===== config.mk =====
export PLATFORM = sky130hd
export DESIGN_NAME = i2s_tx_flat
export DESIGN_NICKNAME = d
export VERILOG_FILES = /design/src/rtl/i2s_pkg.sv /design/src/rtl/i2s_tx_if.sv /design/src/rtl/i2s_clk_gen.sv /design/src/rtl/i2s_tx.sv /design/src/flat_wrapper.sv
export SDC_FILE = /design/constraint.sdc
export NUM_CORES = 1
export LEC_CHECK = 0
export CORE_ASPECT_RATIO = 1.5
export CORE_MARGIN = 10
export CORE_UTILIZATION = 40
export DETAILED_ROUTE_END_ITERATION = 10
export PLACE_DENSITY = 0.61
export SLEW_MARGIN = 20
export SYNTH_ARGS = -nofsm -noshare
export SYNTH_HDL_FRONTEND = slang
export SYNTH_SLANG_ARGS = --single-unit

===== constraint.sdc =====
create_clock -name clk -period 7.2 [get_ports clk]
set_input_delay 2.16 -clock clk [delete_from_list [all_inputs] [get_ports clk]]
set_output_delay 2.16 -clock clk [all_outputs]
set_load 0.02 [all_outputs]

===== src/rtl/i2s_pkg.sv =====
// i2s_pkg: shared constants, types and helpers for the I2S transmit/receive slice.
// Build option: I2S_TX_LEFT_JUSTIFIED_EN selects left-justified framing (no one-BCLK delay).
package i2s_pkg;

  localparam int DATA_W_DEF = 24;
  localparam int SLOT_W_DEF = 32;
  localparam int FRAME_BITS = 2 * SLOT_W_DEF;

  typedef enum logic {
    I2S_STD = 1'b0,
    I2S_LJ  = 1'b1
  } i2s_fmt_e;

`ifdef I2S_TX_LEFT_JUSTIFIED_EN
  localparam i2s_fmt_e TX_FMT = I2S_LJ;
`else
  localparam i2s_fmt_e TX_FMT = I2S_STD;
`endif

  // Width of a counter that spans one stereo frame of 2*slot_w BCLKs.
  function automatic int bit_cnt_w(input int slot_w);
    return $clog2(2 * slot_w);
  endfunction

endpackage


===== src/rtl/i2s_tx_if.sv =====
// i2s_tx_if: sample-pair handshake between an upstream source and the I2S transmitter.
// The source (master) presents a stereo pair with a one-cycle strobe; the transmitter
// (slave) reports frame requests and under/overrun pulses.
interface i2s_tx_if
  import i2s_pkg::*;
#(
  parameter int DATA_W = DATA_W_DEF
);

  logic [DATA_W-1:0] iLdata;
  logic [DATA_W-1:0] iRdata;
  logic              iStrobe;
  logic              oFrameReq;
  logic              oUnderrun;
  logic              oOverrun;

  modport master (
    output iLdata, iRdata, iStrobe,
    input  oFrameReq, oUnderrun, oOverrun
  );

  modport slave (
    input  iLdata, iRdata, iStrobe,
    output oFrameReq, oUnderrun, oOverrun
  );

endinterface


===== src/rtl/i2s_clk_gen.sv =====
// i2s_clk_gen: BCLK divider plus frame bit counter for an I2S master.
// bclk toggles every CLK_DIV clk cycles; bit_cnt advances on each BCLK fall and
// wraps once per stereo frame. fall/rise/frame_start are single-cycle strobes that
// are high in the clk cycle whose closing edge performs the corresponding change.
module i2s_clk_gen
  import i2s_pkg::*;
#(
  parameter  int CLK_DIV = 8,
  parameter  int SLOT_W  = SLOT_W_DEF,
  localparam int CNT_W   = bit_cnt_w(SLOT_W)
) (
  input  logic             clk,
  input  logic             rst_n,
  output logic             bclk,
  output logic             lrclk,
  output logic             fall,
  output logic             rise,
  output logic             frame_start,
  output logic [CNT_W-1:0] bit_cnt
);

  localparam int               DIV_W    = (CLK_DIV > 1) ? $clog2(CLK_DIV) : 1;
  localparam logic [DIV_W-1:0] DIV_LAST = DIV_W'(CLK_DIV - 1);
  localparam logic [CNT_W-1:0] CNT_LAST = CNT_W'(2 * SLOT_W - 1);
  localparam logic [CNT_W-1:0] SLOT_R0  = CNT_W'(SLOT_W);

  logic [DIV_W-1:0] div_cnt_r;
  logic             bclk_r;
  logic             lrclk_r;
  logic [CNT_W-1:0] bit_cnt_r;
  logic [CNT_W-1:0] bit_cnt_nxt_s;
  logic             wrap_s;
  logic             fall_s;
  logic             rise_s;
  logic             frame_start_s;

  // Divider wrap, BCLK edge strobes and the next bit position.
  always_comb begin
    wrap_s        = (div_cnt_r == DIV_LAST);
    fall_s        = wrap_s & bclk_r;
    rise_s        = wrap_s & ~bclk_r;
    frame_start_s = fall_s & (bit_cnt_r == CNT_LAST);
    if (bit_cnt_r == CNT_LAST) begin
      bit_cnt_nxt_s = {CNT_W{1'b0}};
    end else begin
      bit_cnt_nxt_s = bit_cnt_r + CNT_W'(1);
    end
  end

  // Divider, BCLK toggle, bit counter and word select; lrclk moves only on BCLK falls.
  always_ff @(posedge clk or negedge rst_n) begin
    if (!rst_n) begin
      div_cnt_r <= {DIV_W{1'b0}};
      bclk_r    <= 1'b0;
      lrclk_r   <= 1'b0;
      bit_cnt_r <= {CNT_W{1'b0}};
    end else begin
      if (wrap_s) begin
        div_cnt_r <= {DIV_W{1'b0}};
        bclk_r    <= ~bclk_r;
      end else begin
        div_cnt_r <= div_cnt_r + DIV_W'(1);
      end
      if (fall_s) begin
        bit_cnt_r <= bit_cnt_nxt_s;
        lrclk_r   <= (bit_cnt_nxt_s >= SLOT_R0);
      end
    end
  end

  assign bclk        = bclk_r;
  assign lrclk       = lrclk_r;
  assign fall        = fall_s;
  assign rise        = rise_s;
  assign frame_start = frame_start_s;
  assign bit_cnt     = bit_cnt_r;

endmodule


===== src/rtl/i2s_tx.sv =====
// i2s_tx: I2S master transmitter. Buffers one pending stereo pair, loads it at each
// frame boundary and shifts it out MSB first on audio_sdata, which changes only on
// BCLK falling edges. Flags underrun (frame loaded without a fresh pair) and overrun
// (a second pair strobed before the first was consumed).
// Build option: I2S_TX_LEFT_JUSTIFIED_EN selects left-justified framing; default is
// standard I2S with the MSB one BCLK after the word-select change.
module i2s_tx
  import i2s_pkg::*;
#(
  parameter int CLK_DIV = 8,
  parameter int DATA_W  = DATA_W_DEF,
  parameter int SLOT_W  = SLOT_W_DEF
) (
  input  logic   clk,
  input  logic   rst_n,
  i2s_tx_if.slave smp,
  output logic   audio_bclk,
  output logic   audio_lrclk,
  output logic   audio_sdata
);

  localparam int               CNT_W   = bit_cnt_w(SLOT_W);
  localparam logic [CNT_W-1:0] CNT_LAST = CNT_W'(2 * SLOT_W - 1);
  localparam logic [CNT_W-1:0] SLOT_R0  = CNT_W'(SLOT_W);
  // Slot index of data bit 0 is DATA_W (standard) or DATA_W-1 (left-justified).
  localparam int               FMT_OFS = (TX_FMT == I2S_LJ) ? 1 : 0;

  logic              bclk_s;
  logic              lrclk_s;
  logic              fall_s;
  logic              bclk_rise_s;
  logic              frame_start_s;
  logic [CNT_W-1:0]  bit_cnt_s;

  logic [DATA_W-1:0] hold_left_r;
  logic [DATA_W-1:0] hold_right_r;
  logic [DATA_W-1:0] act_left_r;
  logic [DATA_W-1:0] act_right_r;
  logic              fresh_r;
  logic              frame_req_r;
  logic              underrun_r;
  logic              overrun_r;
  logic              sdata_r;

  logic [DATA_W-1:0] act_left_nxt_s;
  logic [DATA_W-1:0] act_right_nxt_s;
  logic [DATA_W-1:0] ch_s;
  logic [CNT_W-1:0]  cnt_nxt_s;
  logic [CNT_W-1:0]  slot_s;
  logic              lr_nxt_s;
  logic              sdata_nxt_s;

  i2s_clk_gen #(
    .CLK_DIV (CLK_DIV),
    .SLOT_W  (SLOT_W)
  ) u_clk_gen (
    .clk         (clk),
    .rst_n       (rst_n),
    .bclk        (bclk_s),
    .lrclk       (lrclk_s),
    .fall        (fall_s),
    .rise        (bclk_rise_s),
    .frame_start (frame_start_s),
    .bit_cnt     (bit_cnt_s)
  );

  // Next active pair, next bit position and the data bit to drive after this BCLK fall.
  always_comb begin
    if (frame_start_s && smp.iStrobe) begin
      act_left_nxt_s  = smp.iLdata;
      act_right_nxt_s = smp.iRdata;
    end else if (frame_start_s && fresh_r) begin
      act_left_nxt_s  = hold_left_r;
      act_right_nxt_s = hold_right_r;
    end else begin
      act_left_nxt_s  = act_left_r;
      act_right_nxt_s = act_right_r;
    end

    if (bit_cnt_s == CNT_LAST) begin
      cnt_nxt_s = {CNT_W{1'b0}};
    end else begin
      cnt_nxt_s = bit_cnt_s + CNT_W'(1);
    end
    lr_nxt_s = (cnt_nxt_s >= SLOT_R0);
    if (lr_nxt_s) begin
      slot_s = cnt_nxt_s - SLOT_R0;
      ch_s   = act_right_nxt_s;
    end else begin
      slot_s = cnt_nxt_s;
      ch_s   = act_left_nxt_s;
    end

    sdata_nxt_s = 1'b0;
    for (int i = 0; i < DATA_W; i++) begin
      sdata_nxt_s = sdata_nxt_s | (ch_s[i] & (slot_s == CNT_W'(DATA_W - i - FMT_OFS)));
    end
  end

  // Holding/active registers, fresh tracking and handshake pulses.
  always_ff @(posedge clk or negedge rst_n) begin
    if (!rst_n) begin
      hold_left_r  <= {DATA_W{1'b0}};
      hold_right_r <= {DATA_W{1'b0}};
      act_left_r   <= {DATA_W{1'b0}};
      act_right_r  <= {DATA_W{1'b0}};
      fresh_r      <= 1'b0;
      frame_req_r  <= 1'b0;
      underrun_r   <= 1'b0;
      overrun_r    <= 1'b0;
    end else begin
      act_left_r  <= act_left_nxt_s;
      act_right_r <= act_right_nxt_s;
      if (smp.iStrobe) begin
        hold_left_r  <= smp.iLdata;
        hold_right_r <= smp.iRdata;
      end
      if (frame_start_s) begin
        // A strobe on the load cycle bypasses into the active pair, so nothing stays pending.
        fresh_r     <= 1'b0;
        frame_req_r <= 1'b1;
        underrun_r  <= ~(smp.iStrobe | fresh_r);
        overrun_r   <= 1'b0;
      end else begin
        fresh_r     <= fresh_r | smp.iStrobe;
        frame_req_r <= 1'b0;
        underrun_r  <= 1'b0;
        overrun_r   <= smp.iStrobe & fresh_r;
      end
    end
  end

  // Serial data register; updated in step with the BCLK falling edge.
  always_ff @(posedge clk or negedge rst_n) begin
    if (!rst_n) begin
      sdata_r <= 1'b0;
    end else if (fall_s) begin
      sdata_r <= sdata_nxt_s;
    end
  end

  assign audio_bclk    = bclk_s;
  assign audio_lrclk   = lrclk_s;
  assign audio_sdata   = sdata_r;
  assign smp.oFrameReq = frame_req_r;
  assign smp.oUnderrun = underrun_r;
  assign smp.oOverrun  = overrun_r;

endmodule


===== src/flat_wrapper.sv =====
// flat-port wrapper written by rule: the top's interface ports become plain ports
module i2s_tx_flat import i2s_pkg::*;
#(
  parameter int CLK_DIV = 8,
  parameter int DATA_W  = DATA_W_DEF,
  parameter int SLOT_W  = SLOT_W_DEF
)
  (clk, rst_n, audio_bclk, audio_lrclk, audio_sdata, smp_iLdata, smp_iRdata, smp_iStrobe, smp_oFrameReq, smp_oUnderrun, smp_oOverrun);
  i2s_tx_if #(.DATA_W(DATA_W)) smp_i ();
  input  logic clk;
  input  logic rst_n;
  output logic audio_bclk;
  output logic audio_lrclk;
  output logic audio_sdata;
  input wire logic [$bits(smp_i.iLdata)-1:0] smp_iLdata;
  input wire logic [$bits(smp_i.iRdata)-1:0] smp_iRdata;
  input wire logic [$bits(smp_i.iStrobe)-1:0] smp_iStrobe;
  output wire logic [$bits(smp_i.oFrameReq)-1:0] smp_oFrameReq;
  output wire logic [$bits(smp_i.oUnderrun)-1:0] smp_oUnderrun;
  output wire logic [$bits(smp_i.oOverrun)-1:0] smp_oOverrun;
  assign smp_i.iLdata = smp_iLdata;
  assign smp_i.iRdata = smp_iRdata;
  assign smp_i.iStrobe = smp_iStrobe;
  assign smp_oFrameReq = smp_i.oFrameReq;
  assign smp_oUnderrun = smp_i.oUnderrun;
  assign smp_oOverrun = smp_i.oOverrun;
  i2s_tx #(.CLK_DIV(CLK_DIV), .DATA_W(DATA_W), .SLOT_W(SLOT_W)) u_core (.clk(clk), .rst_n(rst_n), .smp(smp_i), .audio_bclk(audio_bclk), .audio_lrclk(audio_lrclk), .audio_sdata(audio_sdata));
endmodule

==> reports/metrics.yaml, run 1 <==
critical_path:
  reg2reg_slack_ns: 3.80
  crit_chain: "buf_4, buf_4, a21oi_1, or3_1, a2bb2oi_1, mux2i_1, o22ai_1, nand2_1, o2111ai_1, o32a_1"
  r2r-end: "u_core.audio_sdata$_DFFE_PN0P_"
  crit_arrival_ns: 4.52
  cp_max_fo: 96
  rr_worst_depth: 10
  worstSetupStartpointType: "primary input"
  r2r_start: "u_core.u_clk_gen.bit_cnt[0]$_DFFE_PN0P_"
  slowest_delay_ns: 0.80
  crit_start: "smp_iStrobe"
  crit_top_cell: "buf_4"
  endpoint_kind: "flop"
  crit_slowest_cell: "buf_4"
  critPathKind: "primary input to flop"
  required_ns: 7.49
yosys:
  synthFlopType: "dfrtp_1"
  ys_types: 48
  ys_warn_count: 0
  synthArstFlopShare_pct: 100
  synthCells: 524
  netlist_area_sq_um: 5540
  syn_nets: 582
  avgSynthCellArea_sq_um: 10.6
  synth-seq-area-share_pct: 50.6
  synth_seq_cells: 112
  synth_edf_count: 0
floorplanning:
  core_sq_um: 13500
  num_rows: 52
  io_pins: 57
  die_w_um: 116
  fp.dieArea_sq_um: 19000
  start_util_pct: 40.9
  die_y_um: 164
clock_tree:
  h-tree-depth: 3
  post_cts_buffers: 0
  cts_resized: 0
  cts_made_buffers: 9
  clk_latency_ns: 0.35
  clock-root-buffer: "clkbuf_16"
  cts.sinks: 112
  hold_buffers: 0
  cts_tree: "built"
  clkTransAtPathRegs_ns: 0.07
  ctsLongestPathBuffers: 2
pwr:
  p_leak_nw: 2.56
  pwr-share-comb_pct: 9.1
  seqPwrFrac_pct: 54.1
  ir_worst_vdd_v: 0.000104
  p_clk_share_pct: 36.8
  p_int_mw: 0.968
  p_switching_mw: 0.284
  p_sw_share_pct: 22.7
  cellPowerDensity_nw_per_um2: 194
placed_design:
  pre_cts_ws_ns: 2.65
  placed_cell_area_sq_um: 6160
  hpwl_mm: 9.12
  gp_congestion: 0.870
  port-buffer-count: 56
sta:
  fin_skew_ns: 0.00644
  slew_headroom_pct: 27.3
  setup_viol: 0
  max_freq_mhz: 236
  whs_ns: 0.427
  tightest_slew_ns: 1.09
  fin_ws_ns: 2.97
  hold_violations: 0
  setup_tns_ns: 0
  period_share_pct: 58.7
  drv_slew: 0
  fin_crit_ns: 4.23
  rsz0062_at_grt: "no"
finish:
  drive_gt1_share_pct: 14.9
  fin_area_sq_um: 6440
  area_growth_syn_to_layout_pct: 16.4
  antenna_cells: 0
  fin_nets: 612
drt:
  dr_total_vias: 4220
  drc_errors: 0
  dr.pass1.iters: 4
  vias_per_cell: 5.87
  drtIter0Drc: 245
  routedWlPerCell_um: 19.5
  wl_mm: 14.0
  ant_nets: 0
min_path:
  min_to: "u_core.u_clk_gen.div_cnt_r[0]$_DFF_PN0_"
  worstHoldPathCells: 1
  holdCritStartpoint: "u_core.u_clk_gen.div_cnt_r[0]$_DFF_PN0_"
  hold_class: "flop to flop"
global_route:
  grt_pass1_vias: 4443
  grt_overflow_total: 0
  use_met1_pct: 19.1
  grt_max_degree: 97
  grt.total_usage_pct: 15.3
  use_met3_pct: 2.92
  grt_pass1_wl_mm: 23.2
  met2_usage_pct: 25.3
  antenna_found_initial: 0
  grt-busiest-layer: "met2"
run:
  maxCapViolations: 0
outcome:
  status: "finished, final reports clean"
[flip-flops by register name (all words and copies together), names as in the netlist]
register,count
u_core.audio_sdata,1
u_core.u_clk_gen.bclk,1
u_core.act_right_r,24
u_core.hold_right_r,24
u_core.u_clk_gen.div_cnt_r,3
u_core.u_clk_gen.lrclk,1
u_core.smp.oUnderrun,1
u_core.act_left_r,24
u_core.fresh_r,1
u_core.smp.oOverrun,1
u_core.smp.oFrameReq,1
u_core.hold_left_r,24
u_core.u_clk_gen.bit_cnt,6
[worst max-delay path, delay by kind of cell]
family | cells | cell delay [ns]
AO/OA/AOI/OAI | 5 | 0.87
buffers and inverters | 2 | 0.89
multiplexers | 1 | 0.12
AND/OR/NAND/NOR | 2 | 0.42
[synthesized netlist by cell type (all sizes together), types with 2 or more instances]
cell type,number,area (sq um)
or3,24,150
o22ai,3,18.8
mux2,53,597
nand2,15,58.8
clkbuf,28,105
buf,16,87.6
nor3,3,15.0
and3,3,18.8
nand2b,3,18.8
xor2,4,35.0
nor2,57,214
o31ai,3,22.5
a2bb2oi,39,342
o21ai,30,150
mux2i,16,160
ha,7,87.6
a22o,2,17.5
a31oi,3,18.8
inv,6,22.5
and4,2,20.0
nand3,17,95.1
o32ai,4,35.0
dfrtp,112,2800
a21oi,54,270
nand4,2,12.5
[metrics by stage]
stage	power [mW]	std cells	utilization (%)
2_1_floorplan	0.745	524	-
3_3_place_gp	0.800	704	45.5
3_5_place_dp	0.806	704	45.5
4_1_cts	1.27	718	47.5
5_1_grt	1.31	719	47.6
6_report	1.25	719	47.6
[how the worst max path moves through the flow]
stage                     cells after the start  slack (ns)                        endpoint
after floorplan                              10        3.26  u_core.audio_sdata$_DFFE_PN0P_
after global placement                       10        2.70  u_core.audio_sdata$_DFFE_PN0P_
after detailed placement                     10        2.65  u_core.audio_sdata$_DFFE_PN0P_
after CTS                                    10        3.03  u_core.audio_sdata$_DFFE_PN0P_
after global routing                          9        2.75  u_core.audio_sdata$_DFFE_PN0P_
final                                        10        2.97  u_core.audio_sdata$_DFFE_PN0P_
[per-layer routing]
metal / vias to the layer above / share of wire [%]
met5: - / 0
met1: 2136 / 44
met2: 92 / 50
li1: 1970 / -
met4: 0 / 2.6
met3: 22 / 3.4
[kinds of logic (layout without fill, tap and decap cells)]
family / after synthesis / after routing / synth area share [%]
AND/OR/NAND/NOR: 132 / 132 / 11.7
multiplexers: 70 / 70 / 14.1
AO/OA/AOI/OAI: 148 / 148 / 17.4
XOR/XNOR: 5 / 5 / 0.791
adder cells (fa/ha/maj): 7 / 7 / 1.58
buffers and inverters: 50 / 83 / 3.89
flip-flops: 112 / 112 / 50.6
[layout by cell type, fill, tap and decap left out, drive strengths merged, types with 4 or more instances in the layout]
cell           instances
inv                    6
nand2                 15
clkdlybuf4s50         54
a21oi                 54
mux2                  53
ha                     7
nand3                 17
o21ai                 30
clkbuf                11
or3                   24
buf                    9
a2bb2oi               39
nor2                  57
dfrtp                112
xor2                   4
mux2i                 16
o32ai                  4
[power by group through the flow]
stage | combinational (mW) | clock, mW | sequential [mW]
2_1_floorplan | 0.0598 | 0 | 0.685
3_3_place_gp | 0.113 | 0 | 0.688
3_5_place_dp | 0.116 | 0 | 0.689
4_1_cts | 0.117 | 0.474 | 0.677
5_1_grt | 0.127 | 0.499 | 0.681
6_report | 0.114 | 0.460 | 0.677
[area by class of cell]
type,count,area [sq um]
tap,162,203
timing repair buffer,63,619
clock buffer,11,243
inverter,6,22.5
fill,1269,7090
sequential,112,2800
clock inverter,3,20.0
multi-input combinational,362,2530
(Power assumes the default switching activity.)
==> inputs of run 2 (changes only) <==
- clock period: 7.2 -> 4.43 ns (I/O delays scaled with it)
==> run 2 against run 1 <==
Clock power is 75% higher. Flip-flop and latch count stayed put. Critical path depth is 1 lower. First-iteration DRC count is 23% higher. Worst hold slack better by 0.0054 ns. Sequential share of layout area is 0.48 points lower. Non-clock buffer count is 3 higher. Die area stayed put. Power is 67% higher. Critical path type is now flop to flop.
==> reports/metrics.yaml, run 2 (same netlist as run 1, synthesis figures left out) <==
sta:
  fin_skew_ns: 0.00734  # +0.000903 ns
  tightest_slew_ns: 0.913  # -0.178 ns
  period_share_pct: 74.6
  max_freq_mhz: 303
  drv_slew: 0  # unchanged
  slew_headroom_pct: 39.0  # +12 points
  setup_tns_ns: 0  # unchanged
  hold_violations: 0  # unchanged
  setup_viol: 0  # unchanged
  whs_ns: 0.433  # +0.00543 ns
  rsz0062_at_grt: "no"
  fin_crit_ns: 3.30
drt:
  dr_total_vias: 4169  # -1.2%
  drc_errors: 0  # unchanged
  dr.pass1.iters: 6  # +2
  ant_nets: 0  # unchanged
  vias_per_cell: 5.76  # -1.9%
  wl_mm: 14.1  # +0.46%
  drtIter0Drc: 302  # +23%
  routedWlPerCell_um: 19.5  # -0.23%
critical_path:
  rr_worst_depth: 9  # -1
  worstSetupStartpointType: "flop"
  required_ns: 4.65  # -2.84 ns
  reg2reg_slack_ns: 1.13  # -2.67 ns
  slowest_delay_ns: 0.51  # -0.29 ns
  path_buf_inv: 0  # -2
  r2r-end: "u_core.audio_sdata$_DFFE_PN0P_"
  crit_arrival_ns: 3.53  # -0.99 ns
  crit_slowest_cell: "ha_1"
  critPathKind: "flop to flop"
  endpoint_kind: "flop"
  crit_chain: "ha_1, and4_4, nand2_2, mux2i_1, a21oi_1, mux2_2, a222oi_1, a311oi_1, o32a_1"
  cp_max_fo: 23  # -76%
  crit_family: "compound AO/OA/AOI/OAI gates"
  r2r_start: "u_core.u_clk_gen.bit_cnt[1]$_DFFE_PN0P_"
clock_tree:
  clock-root-buffer: "clkbuf_16"
  post_cts_buffers: 0  # unchanged
  clkTransAtPathRegs_ns: 0.07  # about the same
  cts_tree: "built"
  cts.sinks: 112  # unchanged
  hold_buffers: 0  # unchanged
  h-tree-depth: 3  # unchanged
  ctsLongestPathBuffers: 2  # unchanged
  cts_resized: 0  # unchanged
  cts_made_buffers: 9  # unchanged
  clk_latency_ns: 0.35  # about the same
global_route:
  use_met1_pct: 18.8  # -0.30 points
  grt-busiest-layer: "met2"
  grt_pass1_wl_mm: 23.3  # +0.62%
  grt_overflow_total: 0  # unchanged
  grt_pass1_vias: 4462  # +0.43%
  grt_max_degree: 76  # -22%
  met2_usage_pct: 26.1  # +0.78 points
  grt.total_usage_pct: 15.3  # -0.046 points
  use_met3_pct: 3.03  # +0.11 points
  antenna_found_initial: 0  # unchanged
placed_design:
  gp_congestion: 0.879  # +1.0%
  port-buffer-count: 56  # unchanged
  hpwl_mm: 9.46  # +3.7%
finish:
  drive_gt1_share_pct: 15.8  # +0.94 points
  area_growth_syn_to_layout_pct: 17.6
  mostFrequentLayoutCells: "dfrtp_1, nor2_1, a21oi_1, clkdlybuf4s50_1, mux2_2"
  antenna_cells: 0  # unchanged
  mostFrequentLayoutCell: "dfrtp_1"
  fin_nets: 615  # +0.49%
  fin_util_pct: 48.1  # +0.53 points
min_path:
  hold_class: "flop to flop"
  min_to: "u_core.u_clk_gen.div_cnt_r[0]$_DFF_PN0_"
  holdCritStartpoint: "u_core.u_clk_gen.div_cnt_r[0]$_DFF_PN0_"
  worstHoldPathCells: 1  # unchanged
floorplanning:
  core_sq_um: 13500  # unchanged
  fp.dieArea_sq_um: 19000  # unchanged
  num_rows: 52  # unchanged
  die_y_um: 164  # unchanged
  start_util_pct: 40.9  # unchanged
  die_w_um: 116  # unchanged
  io_pins: 57  # unchanged
outcome:
  status: "finished, final reports clean"
pwr:
  ir_worst_vdd_v: 0.000162  # +56%
  cellPowerDensity_nw_per_um2: 322  # +66%
  p_leak_nw: 2.59  # +1.4%
run:
  maxCapViolations: 0  # unchanged
-- run 2: cell count changes in the layout (fill, tap and decap cells not counted) --
cell | previous run | this run
buf_6 | 1 | 0
buf_4 | 7 | 10
bufinv_16 | 0 | 1
clkbuf_1 | 1 | 0
clkinv_2 | 1 | 2
buf_12 | 0 | 2
buf_8 | 1 | 0
clkinv_4 | 0 | 2
clkbuf_8 | 1 | 0
-- run 2: routing by layer --
metal / up-vias / share of wire, % / wire length, um
li1: 1978 / - / -
met4: 0 / 1.6 / 225
met2: 91 / 51 / 7180
met5: - / 0 / 0
met3: 13 / 4.3 / 606
met1: 2087 / 43 / 6070
-- run 2: report_power, final --
part	switching (mW)	internal, mW
Clock	0.368	0.439
Combinational	0.0788	0.109
Sequential	0.0252	1.08
-- run 2: how the worst max path moves through the flow --
stage | startpoint | end | cells after the start
after detailed placement | smp_iStrobe | u_core.audio_sdata$_DFFE_PN0P_ | 9
after global placement | smp_iStrobe | u_core.audio_sdata$_DFFE_PN0P_ | 9
after global routing | u_core.u_clk_gen.bit_cnt[1]$_DFFE_PN0P_ | u_core.audio_sdata$_DFFE_PN0P_ | 9
after floorplan | smp_iStrobe | u_core.audio_sdata$_DFFE_PN0P_ | 10
final | u_core.u_clk_gen.bit_cnt[1]$_DFFE_PN0P_ | u_core.audio_sdata$_DFFE_PN0P_ | 9
after CTS | u_core.u_clk_gen.bit_cnt[0]$_DFFE_PN0P_ | u_core.audio_sdata$_DFFE_PN0P_ | 9
-- run 2: through the flow --
step	setup slack (ns)	total power, mW	cells	instance area, sq um
global route	0.874	2.19	724	6510
global placement	0.963	1.31	708	6220
CTS	1.13	2.13	724	6510
finish	1.13	2.10	724	6510
detailed placement	0.924	1.31	708	6220
floorplan	1.32	1.21	524	5540
-- run 2: final cells by class --
class                           count  area (sq um)
Sequential cell                   112          2800
Tap cell                          162           203
Fill cell                        1272          7020
Clock buffer                        9           225
Inverter                            6          22.5
Clock inverter                      7          72.6
Multi-Input combinational cell    362          2530
Timing Repair Buffer               66           656
==> inputs of run 3 (changes only) <==
- PLACE_DENSITY: 0.61 -> 0.63
- clock period: 4.43 -> 2.7 ns (I/O delays scaled with it)
==> run 3 against run 2 <==
Critical path depth rose by 4. Non-clock buffer count rose by 47. Fmax rose by 22%. First-iteration DRC count rose by 6.3%. Clock-buffer cell count rose by 2. Setup slack got worse by 1.1 ns. Sequential share of layout area fell by 3.9 points. Flip-flop and latch count did not move. Register-to-register slack got worse by 1.1 ns. Global-route usage rose by 0.068 points. Utilization rose by 4.9 points.
==> reports/metrics.yaml, run 3 (same netlist as run 1, synthesis figures left out) <==
critical_path:
  crit_family: "compound AO/OA/AOI/OAI gates"
  endpoint_kind: "flop"
  cp_max_fo: 6  # -74%
  critPathKind: "flop to flop"
  required_ns: 2.94  # -1.71 ns
  slowest_delay_ns: 0.35  # -0.16 ns
  path_buf_inv: 3  # +3
  crit_slowest_cell: "dfrtp_1"
  crit_arrival_ns: 2.94  # -0.59 ns
  worstSetupStartpointType: "flop"
  crit_chain: "ha_2, ha_4, and4_4, nand3_4, buf_12, clkbuf_16, buf_4, a2bb2oi_1, mux2i_1, o22ai_1, nand2_1, o2111ai_2, o32a_1"
sta:
  fin_skew_ns: 0.0108  # +0.00347 ns
  hold_violations: 0  # unchanged
  slew_headroom_pct: 65.6  # +27 points
  setup_tns_ns: 0  # unchanged
  max_freq_mhz: 371  # +22%
  fin_crit_ns: 2.70  # -0.606 ns
  rsz0062_at_grt: "yes"
  fin_ws_ns: 0.00111  # -1.12 ns
  drv_slew: 0  # unchanged
  period_share_pct: 100  # +25 points
  tightest_slew_ns: 0.517  # -0.397 ns
  setup_viol: 0  # unchanged
finish:
  mostFrequentLayoutCell: "dfrtp_1"
  area_growth_syn_to_layout_pct: 29.5
  nFillCells: 1218  # -4.2%
  fin_nets: 662  # +7.6%
  mostFrequentLayoutCells: "dfrtp_1, a21oi_1, nor2_1, clkdlybuf4s50_1, mux2_2"
  drive_gt1_share_pct: 25.3  # +9.5 points
  antenna_cells: 0  # unchanged
placed_design:
  gp_congestion: 0.904  # +2.9%
  port-buffer-count: 56  # unchanged
  hpwl_mm: 10.0  # +6.1%
  pre_cts_ws_ns: -0.0405  # -0.965 ns
clock_tree:
  cts.sinks: 112  # unchanged
  cts_made_buffers: 9  # unchanged
  ctsLongestPathBuffers: 2  # unchanged
  clock-root-buffer: "clkbuf_16"
  clk_latency_ns: 0.36  # about the same
  cts_tree: "built"
  h-tree-depth: 3  # unchanged
  clkTransAtPathRegs_ns: 0.08  # about the same
  hold_buffers: 0  # unchanged
drt:
  vias_per_cell: 5.74  # -0.40%
  ant_nets: 0  # unchanged
  dr.pass1.iters: 4  # -2
  wl_mm: 14.8  # +4.7%
  drtIter0Drc: 321  # +6.3%
  drc_errors: 0  # unchanged
  routedWlPerCell_um: 19.1  # -1.7%
  dr_total_vias: 4422  # +6.1%
pwr:
  p_leak_nw: 2.93  # +13%
  cellPowerDensity_nw_per_um2: 478  # +49%
  ir_worst_vdd_v: 0.000272  # +68%
global_route:
  grt_overflow_total: 0  # unchanged
  antenna_found_initial: 0  # unchanged
  grt_max_degree: 47  # -38%
  grt_pass1_vias: 4585  # +2.8%
  grt.total_usage_pct: 15.4  # +0.068 points
  grt_pass1_wl_mm: 23.4  # +0.15%
floorplanning:
  fp.dieArea_sq_um: 19000  # unchanged
  start_util_pct: 40.9  # unchanged
  io_pins: 57  # unchanged
  die_w_um: 116  # unchanged
  num_rows: 52  # unchanged
  die_y_um: 164  # unchanged
  core_sq_um: 13500  # unchanged
min_path:
  hold_class: "primary input to asynchronous set/reset pin"
run:
  maxCapViolations: 0  # unchanged
outcome:
  status: "finished, final reports clean"
## run 3: changes by cell type in the layout (fill, tap and decap cells not counted), sizes merged
cell,before,now
buf,12,55
clkinvlp,2,0
inv,6,7
clkbuf,9,15
bufinv,1,0
## run 3: through the flow
stage	utilization (%)	total power, mW	instance area, sq um	cells	hold WS, ns
3_5_place_dp	48.5	2.16	6560	741	0.422
4_1_cts	50.7	3.47	6860	757	0.430
2_1_floorplan	-	1.99	5540	524	0.403
3_3_place_gp	48.5	2.15	6560	741	0.412
6_report	53.0	3.43	7170	771	0.420
5_1_grt	53.0	3.56	7170	771	0.450
## run 3: report_power, final
group | internal (mW) | switching (mW)
sequential | 1.76 | 0.0426
clock | 0.684 | 0.614
combinational | 0.191 | 0.133
## run 3: timing repair
| item | CTS | global route |
|---|---|---|
| gates cloned | 0 | 4 |
| buffers inserted | 0 | 10 |
| setup endpoints to repair | 1 | 1 |
| resized for setup | 1 | 22 |
| pin swaps | 0 | 11 |
## run 3: final cells by class
| type | instances | area (sq um) | share of cell area, % |
|---|---|---|---|
| Clock buffer | 11 | 253 | 3.52 |
| Clock inverter | 5 | 40.0 | 0.558 |
| Inverter | 6 | 22.5 | 0.314 |
| Multi-Input combinational cell | 362 | 2640 | 36.9 |
| Sequential cell | 112 | 2800 | 39.1 |
| Tap cell | 162 | 203 | 2.83 |
| Timing Repair Buffer | 113 | 1210 | 16.8 |
## run 3: path summary, 6_finish.rpt
kind,end,start,slack [ns],cells after the start
max in group asynchronous,u_core.act_right_r[19]$_DFF_PN0_,rst_n,1.66,2
min,u_core.hold_right_r[1]$_DFFE_PN0P_,rst_n,0.42,1
min reg2reg,u_core.u_clk_gen.div_cnt_r[0]$_DFF_PN0_,u_core.u_clk_gen.div_cnt_r[0]$_DFF_PN0_,0.43,1
max reg2reg,u_core.audio_sdata$_DFFE_PN0P_,u_core.u_clk_gen.div_cnt_r[0]$_DFF_PN0_,0.001,13
max,u_core.audio_sdata$_DFFE_PN0P_,u_core.u_clk_gen.div_cnt_r[0]$_DFF_PN0_,0.001,13
min in group clk,u_core.u_clk_gen.div_cnt_r[0]$_DFF_PN0_,u_core.u_clk_gen.div_cnt_r[0]$_DFF_PN0_,0.43,1
## run 3: worst register-to-register path, stage by stage (launching register included)
cell and delay (ns):
dfrtp_1 0.35, ha_2 0.19, ha_4 0.14, and4_4 0.26, nand3_4 0.20, buf_12 0.20
clkbuf_16 0.15, buf_4 0.13, a2bb2oi_1 0.14, mux2i_1 0.24, o22ai_1 0.10, nand2_1 0.09
o2111ai_2 0.11, o32a_1 0.29
## run 3: routing by layer
| metal | wire length, um | global-route usage [%] |
|---|---|---|
| met5 | 0 | 0 |
| met4 | 291 | 6.22 |
| met3 | 433 | 3.07 |
| met2 | 7680 | 26.1 |
| met1 | 6340 | 18.5 |
